$ cat src/rtl/melody_pkg.sv
// Shared types, sizes and helpers for the note-memory round sequencer.
package melody_pkg;

  localparam int unsigned MAX_NOTES = 8;
  localparam int unsigned NOTE_W    = 4;
  localparam int unsigned IDX_W     = 3;
  localparam int unsigned LEN_W     = 4;
  localparam int unsigned PAT_W     = MAX_NOTES * NOTE_W;

  typedef enum logic [2:0] {
    ST_IDLE,
    ST_PLAY_ON,
    ST_PLAY_GAP,
    ST_LISTEN,
    ST_DONE
  } state_e;

  typedef enum logic [1:0] {
    PH_IDLE   = 2'd0,
    PH_PLAY   = 2'd1,
    PH_LISTEN = 2'd2,
    PH_DONE   = 2'd3
  } phase_e;

  // Note idx of a packed pattern, note 0 in the low nibble.
  function automatic logic [NOTE_W-1:0] note_at(input logic [PAT_W-1:0] pat,
                                                input logic [IDX_W-1:0] idx);
    note_at = pat[32'(idx) * NOTE_W +: NOTE_W];
  endfunction

  // Rounds longer than the pattern store are cut to the full pattern.
  function automatic logic [LEN_W-1:0] clamp_len(input logic [LEN_W-1:0] len);
    clamp_len = (len > LEN_W'(MAX_NOTES)) ? LEN_W'(MAX_NOTES) : len;
  endfunction

endpackage

$ cat src/rtl/melody_sequencer_tick_gen.sv
// Free-running timing tick: one pulse every TICK_DIV clocks, restartable by clear.
module tick_gen #(
  parameter int unsigned TICK_DIV = 5000000
) (
  input  logic clk,
  input  logic reset,
  input  logic clear,
  output logic tick
);

  localparam int unsigned CNT_W = (TICK_DIV > 1) ? $clog2(TICK_DIV) : 1;
  localparam logic [CNT_W-1:0] LAST = CNT_W'(TICK_DIV - 1);

  logic [CNT_W-1:0] cnt_q, cnt_d;
  logic             tick_q, tick_d;

  // tick_q tracks (cnt_q == LAST) by decoding the next count.
  always_comb begin
    cnt_d = cnt_q + CNT_W'(1);
    if (clear || (cnt_q == LAST)) begin
      cnt_d = '0;
    end
    tick_d = (cnt_d == LAST);
  end

  always_ff @(posedge clk or posedge reset) begin
    if (reset) begin
      cnt_q  <= '0;
      tick_q <= 1'b0;
    end else begin
      cnt_q  <= cnt_d;
      tick_q <= tick_d;
    end
  end

  assign tick = tick_q;

endmodule

$ cat src/rtl/melody_sequencer.sv
// One round of the note-memory game: play the stored pattern, then check the
// player's answers with a per-note timeout.
module melody_sequencer
  import melody_pkg::*;
#(
  parameter int unsigned TICK_DIV      = 5000000,
  parameter int unsigned NOTE_TICKS    = 2,
  parameter int unsigned GAP_TICKS     = 1,
  parameter int unsigned TIMEOUT_TICKS = 4
) (
  input  logic        clk,
  input  logic        reset,
  input  logic        start,
  input  logic [31:0] pattern,
  input  logic [3:0]  length,
  input  logic        key_valid,
  input  logic [3:0]  key,
  output logic [3:0]  piezo_out,
  output logic [3:0]  led_out,
  output logic        busy,
  output logic [1:0]  phase,
  output logic        done,
  output logic        pass,
  output logic [2:0]  fail_index
);

  localparam int unsigned MAX_T01 = (NOTE_TICKS > GAP_TICKS) ? NOTE_TICKS : GAP_TICKS;
  localparam int unsigned MAX_T   = (MAX_T01 > TIMEOUT_TICKS) ? MAX_T01 : TIMEOUT_TICKS;
  localparam int unsigned TCNT_W  = (MAX_T > 1) ? $clog2(MAX_T) : 1;

  localparam logic [TCNT_W-1:0] NOTE_LAST    = TCNT_W'(NOTE_TICKS - 1);
  localparam logic [TCNT_W-1:0] GAP_LAST     = TCNT_W'(GAP_TICKS - 1);
  localparam logic [TCNT_W-1:0] TIMEOUT_LAST = TCNT_W'(TIMEOUT_TICKS - 1);

  state_e              state_q, state_d;
  logic [PAT_W-1:0]    pat_q, pat_d;
  logic [LEN_W-1:0]    len_q, len_d;
  logic [IDX_W-1:0]    idx_q, idx_d;
  logic [TCNT_W-1:0]   tcnt_q, tcnt_d;
  logic                pass_q, pass_d;
  logic [IDX_W-1:0]    fail_q, fail_d;
  logic [NOTE_W-1:0]   piezo_q, piezo_d;
  logic [NOTE_W-1:0]   led_q, led_d;
  logic                busy_q, busy_d;
  phase_e              phase_q, phase_d;
  logic                done_q, done_d;

  logic                tick;
  logic                tick_clear;
  logic [LEN_W-1:0]    start_len;
  logic [NOTE_W-1:0]   cur_note;
  logic                last_note;

  tick_gen #(.TICK_DIV(TICK_DIV)) u_tick_gen (
    .clk   (clk),
    .reset (reset),
    .clear (tick_clear),
    .tick  (tick)
  );

  assign start_len = clamp_len(length);
  assign cur_note  = note_at(pat_q, idx_q);
  assign last_note = ((LEN_W'(idx_q) + LEN_W'(1)) == len_q);

  // State register and all registered outputs.
  always_ff @(posedge clk or posedge reset) begin
    if (reset) begin
      state_q <= ST_IDLE;
      pat_q   <= '0;
      len_q   <= '0;
      idx_q   <= '0;
      tcnt_q  <= '0;
      pass_q  <= 1'b0;
      fail_q  <= '0;
      piezo_q <= '0;
      led_q   <= '0;
      busy_q  <= 1'b0;
      phase_q <= PH_IDLE;
      done_q  <= 1'b0;
    end else begin
      state_q <= state_d;
      pat_q   <= pat_d;
      len_q   <= len_d;
      idx_q   <= idx_d;
      tcnt_q  <= tcnt_d;
      pass_q  <= pass_d;
      fail_q  <= fail_d;
      piezo_q <= piezo_d;
      led_q   <= led_d;
      busy_q  <= busy_d;
      phase_q <= phase_d;
      done_q  <= done_d;
    end
  end

  // Next-state, round bookkeeping and result.
  always_comb begin
    state_d    = state_q;
    pat_d      = pat_q;
    len_d      = len_q;
    idx_d      = idx_q;
    tcnt_d     = tcnt_q;
    pass_d     = pass_q;
    fail_d     = fail_q;
    tick_clear = 1'b0;

    case (state_q)
      ST_IDLE: begin
        if (start) begin
          pat_d      = pattern;
          len_d      = start_len;
          idx_d      = '0;
          tcnt_d     = '0;
          pass_d     = 1'b0;
          fail_d     = '0;
          tick_clear = 1'b1;
          if (start_len == '0) begin
            state_d = ST_DONE;
            pass_d  = 1'b1;
          end else begin
            state_d = ST_PLAY_ON;
          end
        end
      end

      ST_PLAY_ON: begin
        if (tick) begin
          if (tcnt_q == NOTE_LAST) begin
            state_d = ST_PLAY_GAP;
            tcnt_d  = '0;
          end else begin
            tcnt_d = tcnt_q + TCNT_W'(1);
          end
        end
      end

      ST_PLAY_GAP: begin
        if (tick) begin
          if (tcnt_q == GAP_LAST) begin
            tcnt_d = '0;
            if (last_note) begin
              state_d = ST_LISTEN;
              idx_d   = '0;
            end else begin
              state_d = ST_PLAY_ON;
              idx_d   = idx_q + IDX_W'(1);
            end
          end else begin
            tcnt_d = tcnt_q + TCNT_W'(1);
          end
        end
      end

      // A key in the same cycle as the final timeout tick wins over the timeout.
      ST_LISTEN: begin
        if (key_valid) begin
          if (key == cur_note) begin
            if (last_note) begin
              state_d = ST_DONE;
              pass_d  = 1'b1;
              fail_d  = '0;
            end else begin
              idx_d  = idx_q + IDX_W'(1);
              tcnt_d = '0;
            end
          end else begin
            state_d = ST_DONE;
            pass_d  = 1'b0;
            fail_d  = idx_q;
          end
        end else if (tick) begin
          if (tcnt_q == TIMEOUT_LAST) begin
            state_d = ST_DONE;
            pass_d  = 1'b0;
            fail_d  = idx_q;
          end else begin
            tcnt_d = tcnt_q + TCNT_W'(1);
          end
        end
      end

      ST_DONE: begin
        state_d = ST_IDLE;
        tcnt_d  = '0;
      end

      default: begin
        state_d = ST_IDLE;
      end
    endcase
  end

  // Outputs decoded from the next state so the registers line up with it.
  always_comb begin
    piezo_d = '0;
    led_d   = '0;
    busy_d  = (state_d != ST_IDLE);
    phase_d = PH_IDLE;
    done_d  = 1'b0;

    case (state_d)
      ST_PLAY_ON: begin
        piezo_d = note_at(pat_d, idx_d);
        led_d   = note_at(pat_d, idx_d);
        phase_d = PH_PLAY;
      end
      ST_PLAY_GAP: begin
        phase_d = PH_PLAY;
      end
      ST_LISTEN: begin
        phase_d = PH_LISTEN;
        if (state_q == ST_LISTEN) begin
          led_d = key_valid ? key : led_q;
        end
      end
      ST_DONE: begin
        phase_d = PH_DONE;
        done_d  = 1'b1;
      end
      default: begin
        phase_d = PH_IDLE;
      end
    endcase
  end

  assign piezo_out  = piezo_q;
  assign led_out    = led_q;
  assign busy       = busy_q;
  assign phase      = phase_q;
  assign done       = done_q;
  assign pass       = pass_q;
  assign fail_index = fail_q;

endmodule

$ cat config.mk
export PLATFORM = sky130hd
export DESIGN_NAME = melody_sequencer
export DESIGN_NICKNAME = d
export VERILOG_FILES = /design/src/rtl/melody_pkg.sv /design/src/rtl/melody_sequencer_tick_gen.sv /design/src/rtl/melody_sequencer.sv
export SDC_FILE = /design/constraint.sdc
export NUM_CORES = 1
export LEC_CHECK = 0
export CORE_ASPECT_RATIO = 1.5
export CORE_MARGIN = 2
export CORE_UTILIZATION = 40
export CTS_CLUSTER_DIAMETER = 120
export DETAILED_ROUTE_END_ITERATION = 12
export GPL_TIMING_DRIVEN = 0
export PLACE_DENSITY_LB_ADDON = 0.2
export SLEW_MARGIN = 40
export SYNTH_ARGS = -nofsm -noshare
export SYNTH_HDL_FRONTEND = slang
export SYNTH_SLANG_ARGS = --single-unit
$ cat constraint.sdc
create_clock -name clk -period 3.64 [get_ports clk]
set_input_delay 0.728 -clock clk [delete_from_list [all_inputs] [get_ports clk]]
set_output_delay 0.728 -clock clk [all_outputs]
set_load 0.03 [all_outputs]
======== Word-level counts from Yosys, hierarchy flattened ========
Index checks and enable logic that the tools add are counted.
storage, ports and cells
  register bits after elaboration ......... 84
  bits of input ports ..................... 44
cells by class
  add/subtract/negate cells ............... 4
  order comparisons ....................... 1
  equal/unequal tests ..................... 24
  shift operators ......................... 2
  multiplexer cells ....................... 59
  reductions and logical operators ........ 11
operators with widths
  cell                                           count
  two-way mux 3 bit                              24
  two-way mux 32 bit                             2
  indexed part select 32 x 6 -> 4 bit            2
  == test 23 bit, second input constant          2
  adder 23 x 1 -> 23 bit, second input constant  1
  two-way mux 23 bit                             1
  two-way mux 2 bit                              11
  two-way mux 4 bit                              4
  inequality test 3 bit, second input constant   5
  == test 3 x 2 -> 1 bit, second input constant  4
  one-hot mux 3 bit (4 select lines)             1
  two-way mux 1 bit                              10
  one-hot mux 2 bit (5 select lines)             1
  one-hot mux 3 bit (3 select lines)             1
  == test 4 bit                                  2
  one-hot mux 4 bit (2 select lines)             1
  AND reduction 8 bit                            1
  == test 3 x 1 -> 1 bit, second input constant  2
  == test 3 bit, second input constant           2
  one-hot mux 2 bit (3 select lines)             1
  one-hot mux 3 bit (2 select lines)             1
  AND reduction 5 bit                            1
  nonzero test 5 bit                             1
  adder 3 x 1 -> 4 bit, second input constant    1
  other kinds (18)                               19

======== Logic depth before layout (Yosys ltp) ========
  depth in word-level cells ............... 9
  depth in mapped cells ................... 12
  depth with buffers taken out ............ 11

======== Hierarchy ========
From an unflattened synthesis, not the netlist that was laid out.
unflattened totals
  cell total of the unflattened synthesis .. 511
  area total of the unflattened synthesis .. 4967.3 µm²
by module, submodules not included
  module            times used  cells each  area an instance (µm²)  seq. area each (µm²)
  melody_sequencer  1           356         3539.6                  1501.4
  tick_gen          1           155         1427.6                  600.6

======== Least setup slack after synthesis ========
OpenSTA, ideal clock, no wires.
  path type ............................... reg-to-reg
  start ................................... register idx_q[1]
  end ..................................... register led_q[0] (netlist: led_out[0])
  library setup time ...................... 0.130 ns
  arrival ................................. 2.551 ns
  required time ........................... 3.510 ns
  slack ................................... 0.959 ns
  cell stages (with the launch flop) ...... 12
  buffers on the path ..................... 2
  cells stage by stage .................... dfrtp_1 > buf_6 > mux2_1 > mux4_2 > mux2i_1 > nand4_1 > o211ai_2 > buf_2 > and3b_1 > a211oi_1 > o21ai_1 > nand3_1
between the ends
  cells in the longest elaborated chain, start to end .. 8
  elaborated cells on any way between the ends .. 25
RTL lines
  item                                                                         line                    source
  start, declared                                                              melody_sequencer.sv:38  logic [IDX_W-1:0] idx_q, idx_d;
  start signal, assigned                                                       melody_sequencer.sv:84  idx_q <= idx_d;
  branches (longest 8 deep; another with indexed part select 32 x 6 -> 4 bit)  -
  end signal, assigned                                                         melody_sequencer.sv:89  led_q <= led_d;
  end, declared                                                                melody_sequencer.sv:43  logic [NOTE_W-1:0] led_q, led_d;
Parallel ways; which one is timed is not known.
A chain may end at the register's enable or synchronous reset.

======== Worst setup path in the final report ========
  start ................................... register idx_q[1]
  end ..................................... register piezo_q[0] (netlist: piezo_out[0])
between the ends
  cells in the longest elaborated chain, start to end .. 8
  elaborated cells on any way between the ends .. 23
RTL lines
  item                                                                         line                     source
  branches (longest 7 deep; another with indexed part select 32 x 6 -> 4 bit)  -
  two-way mux 4 bit (*)                                                        melody_sequencer.sv:201  case (state_d)
  via piezo_d[0]                                                               melody_sequencer.sv:42   logic [NOTE_W-1:0] piezo_q, piezo_d;
  end signal, assigned                                                         melody_sequencer.sv:88   piezo_q <= piezo_d;
  end, declared                                                                melody_sequencer.sv:42
Mark *: on every way through the listed nets, which the timed path passes.

==> qor.yml <==
status: "complete, no violations"
ant_nets: 0
avgSynthCellArea_um2: 8.94
hold_path_end: "u_tick_gen.cnt_q[0]"
synth_compound_area_share_pct: 11.1
hp-class: "reg -> reg"
dr.pass1.iters: 7
antenna_found_initial: 0
synth_common_cells: "nand2_1, dfrtp_1, nor2_1"
synthArstFlopShare_pct: 100
rsz0062_at_grt: "no"
drc: 0
fp.dieW_um: 92.7
slew_viol_final: 0
drt_wl_total_mm: 13.1
diodes: 0
nets: 649
io_pins: 60
leakagePower_nw: 2.59
synthAdderAreaFrac_pct: 1.86
yosysUniqueCellTypes: 60
clock_sinks: 84
gp_congestion: 0.940
fin_util_pct: 50.5
cts_setup_buffers: 0
cts_hold_buf: 0
ys.flop_type: "dfrtp_1"
skew_ps: 8.68
finalNonFillerCells: 752
setup_violations: 0
synth_top_family_by_area: "simple AND/OR/NAND/NOR gates"
drt_iter0_markers: 265
synthSimpleGateAreaFrac_pct: 27.4
syn_inst: 528
io_buffers: 58
pre_cts_slack_ps: 105
synth_edf_count: 0
drive_gt1_share_pct: 6.81
yosysTopAreaCell: "dfrtp_1"
period_needed_ps: 3540
grt_max_degree: 57
start_util_pct: 40.9
total_power_mw: 3.63
cts.htree.levels: 3
period_share_pct: 97.2
clk_latency_ps: 340
netlist_area_mm2: 0.00472
synth_top_area_share_pct: 44.5
grt_pass1_vias: 4221
coreArea_mm2: 0.0115
root_buffer: "clkbuf_16"
max_slew_margin_pct: 48.5
critPathCaptureType: "flip-flop"
path_max_fanout: 10
syn_to_final_growth_pct: 23.3
setup_ws_ps: 103
worst_r2r_path_depth: 11
slowest_delay_ps: 520
tritoncts: "yes"
arrival_ps: 3810
grt_usage_pct: 21.5
overflow: 0
synth_top_cells_by_area: "dfrtp_1, nand2_1, nor2_1"
path_clk_slew_ps: 60
hold_viol: 0
peakVddDrop_uv: 281
worst-r2r-setup-slack_ps: 100
muxShareOfSynthArea_pct: 6.10
worst_r2r_endpoint: "piezo_out[0]"
die_y_um: 137
yosysWarnings: 0
holdCritStartpoint: "u_tick_gen.cnt_q[0]"
cts_made_buffers: 9
dp_cells: 737
clock.fmax_mhz: 283
max-cap-violations: 0
cts_buffer_depth: 2
wl_per_cell_um: 17.4
rows: 48
worstPathRequired_ps: 3910
ys_ff_latch: 84
die_area_mm2: 0.0127
crit_chain: "buf_6 -> mux2_1 -> mux4_2 -> mux2i_1 -> nand4_1 -> o211ai_2 -> buf_2 -> a21oi_1 -> nor4_1 -> o21ai_1 -> nand2_1"
power_density_mw_per_mm2: 624
cpMaxStageDelayCell: "mux4_2"
vias: 4115
synthesis.nets: 579
startpoint_type: "flip-flop"
r2r_start: "idx_q[1]"
ys_seq_area_share_pct: 44.5
cts_resized: 0
synth_xor_area_share_pct: 5.49
tightest_slew_ps: 772
critPathKind: "reg -> reg"
yosysMostFrequentCell: "nand2_1"
hpwl_mm: 10.2
grt_pass1_wl_mm: 20.8
viasPerCell: 5.47
hold_depth: 1
==> metrics by stage <==
| step | TNS (ps) | hold WS [ps] | area [um2] |
|---|---|---|---|
| finish | 0 | 490 | 5820 |
| global route | 0 | 525 | 5820 |
| CTS | 0 | 496 | 5810 |
| detailed placement | 0 | 482 | 5520 |
| global placement | -51740 | 480 | 5490 |
| floorplan | 0 | 450 | 4720 |
==> registers in the layout (all words and copies together), names as in the netlist, 2 cells and up <==
register	count
fail_index	3
idx_q	3
led_out	4
len_q	4
pat_q	32
phase	2
piezo_out	4
state_q	3
tcnt_q	2
u_tick_gen.cnt_q	23
==> critical path, delay by kind of cell (launching register included) <==
family | cells | cell delay, ps
buffers and inverters | 2 | 490
muxes | 3 | 1210
and+or+nand+nor | 3 | 750
AOI/OAI and AO/OA | 3 | 620
DFF | 1 | 410
==> cells in the final DEF, fill, tap and decap left out, types with 7 or more instances in the layout <==
master,count
nor2_1,40
xor2_1,17
nand3_1,27
and3b_1,17
a21oi_1,25
ha_1,7
clkdlybuf4s50_1,58
o21ai_0,7
nand2_1,136
clkbuf_1,19
mux2i_1,13
dfrtp_1,84
xnor2_1,10
inv_1,9
clkbuf_16,9
==> cells by family (layout without fill, tap and decap cells) <==
group,Yosys count,in the layout
mux,23,23
fa+ha+maj,7,7
simple gates,271,271
compound gates,78,78
buf+inv,37,111
xor+xnor,28,28
flops,84,84
==> cell type report <==
type / instances / area, um2
fill: 1119 / 5710
multi-input combinational: 407 / 2460
sequential: 84 / 2100
timing repair buffer: 59 / 608
clock buffer: 11 / 243
tap: 150 / 188
buffer: 27 / 129
clock inverter: 4 / 50.0
inverter: 10 / 42.5
==> metal layers <==
metal,GRT usage [%],wire length (um),up-vias,part of all wire [%]
met1,23.1,4820,1964,37
met3,2.15,495,47,3.8
met4,13.9,727,0,5.6
met5,0,0,-,0
li1,-,-,1980,-
met2,39.6,7020,124,54
==> how the worst max path moves through the flow <==
stage / end / slack (ps) / cells after the start / startpoint
after CTS: piezo_out[3] / 170 / 11 / idx_q[1]
after detailed placement: piezo_out[3] / 110 / 10 / start
after floorplan: busy / 750 / 1 / reset
final: piezo_out[0] / 100 / 11 / idx_q[1]
after global placement: pat_q[20] / -620 / 2 / reset
after global routing: led_out[0] / 80 / 11 / idx_q[1]
==> report_power, final <==
group / total (mW) / switching (mW) / internal, mW
combinational: 1.33 / 0.768 / 0.566
sequential: 1.39 / 0.168 / 1.22
clock: 0.912 / 0.366 / 0.545
total: 3.63 / 1.30 / 2.33
Power figures use the tool's default switching activity.
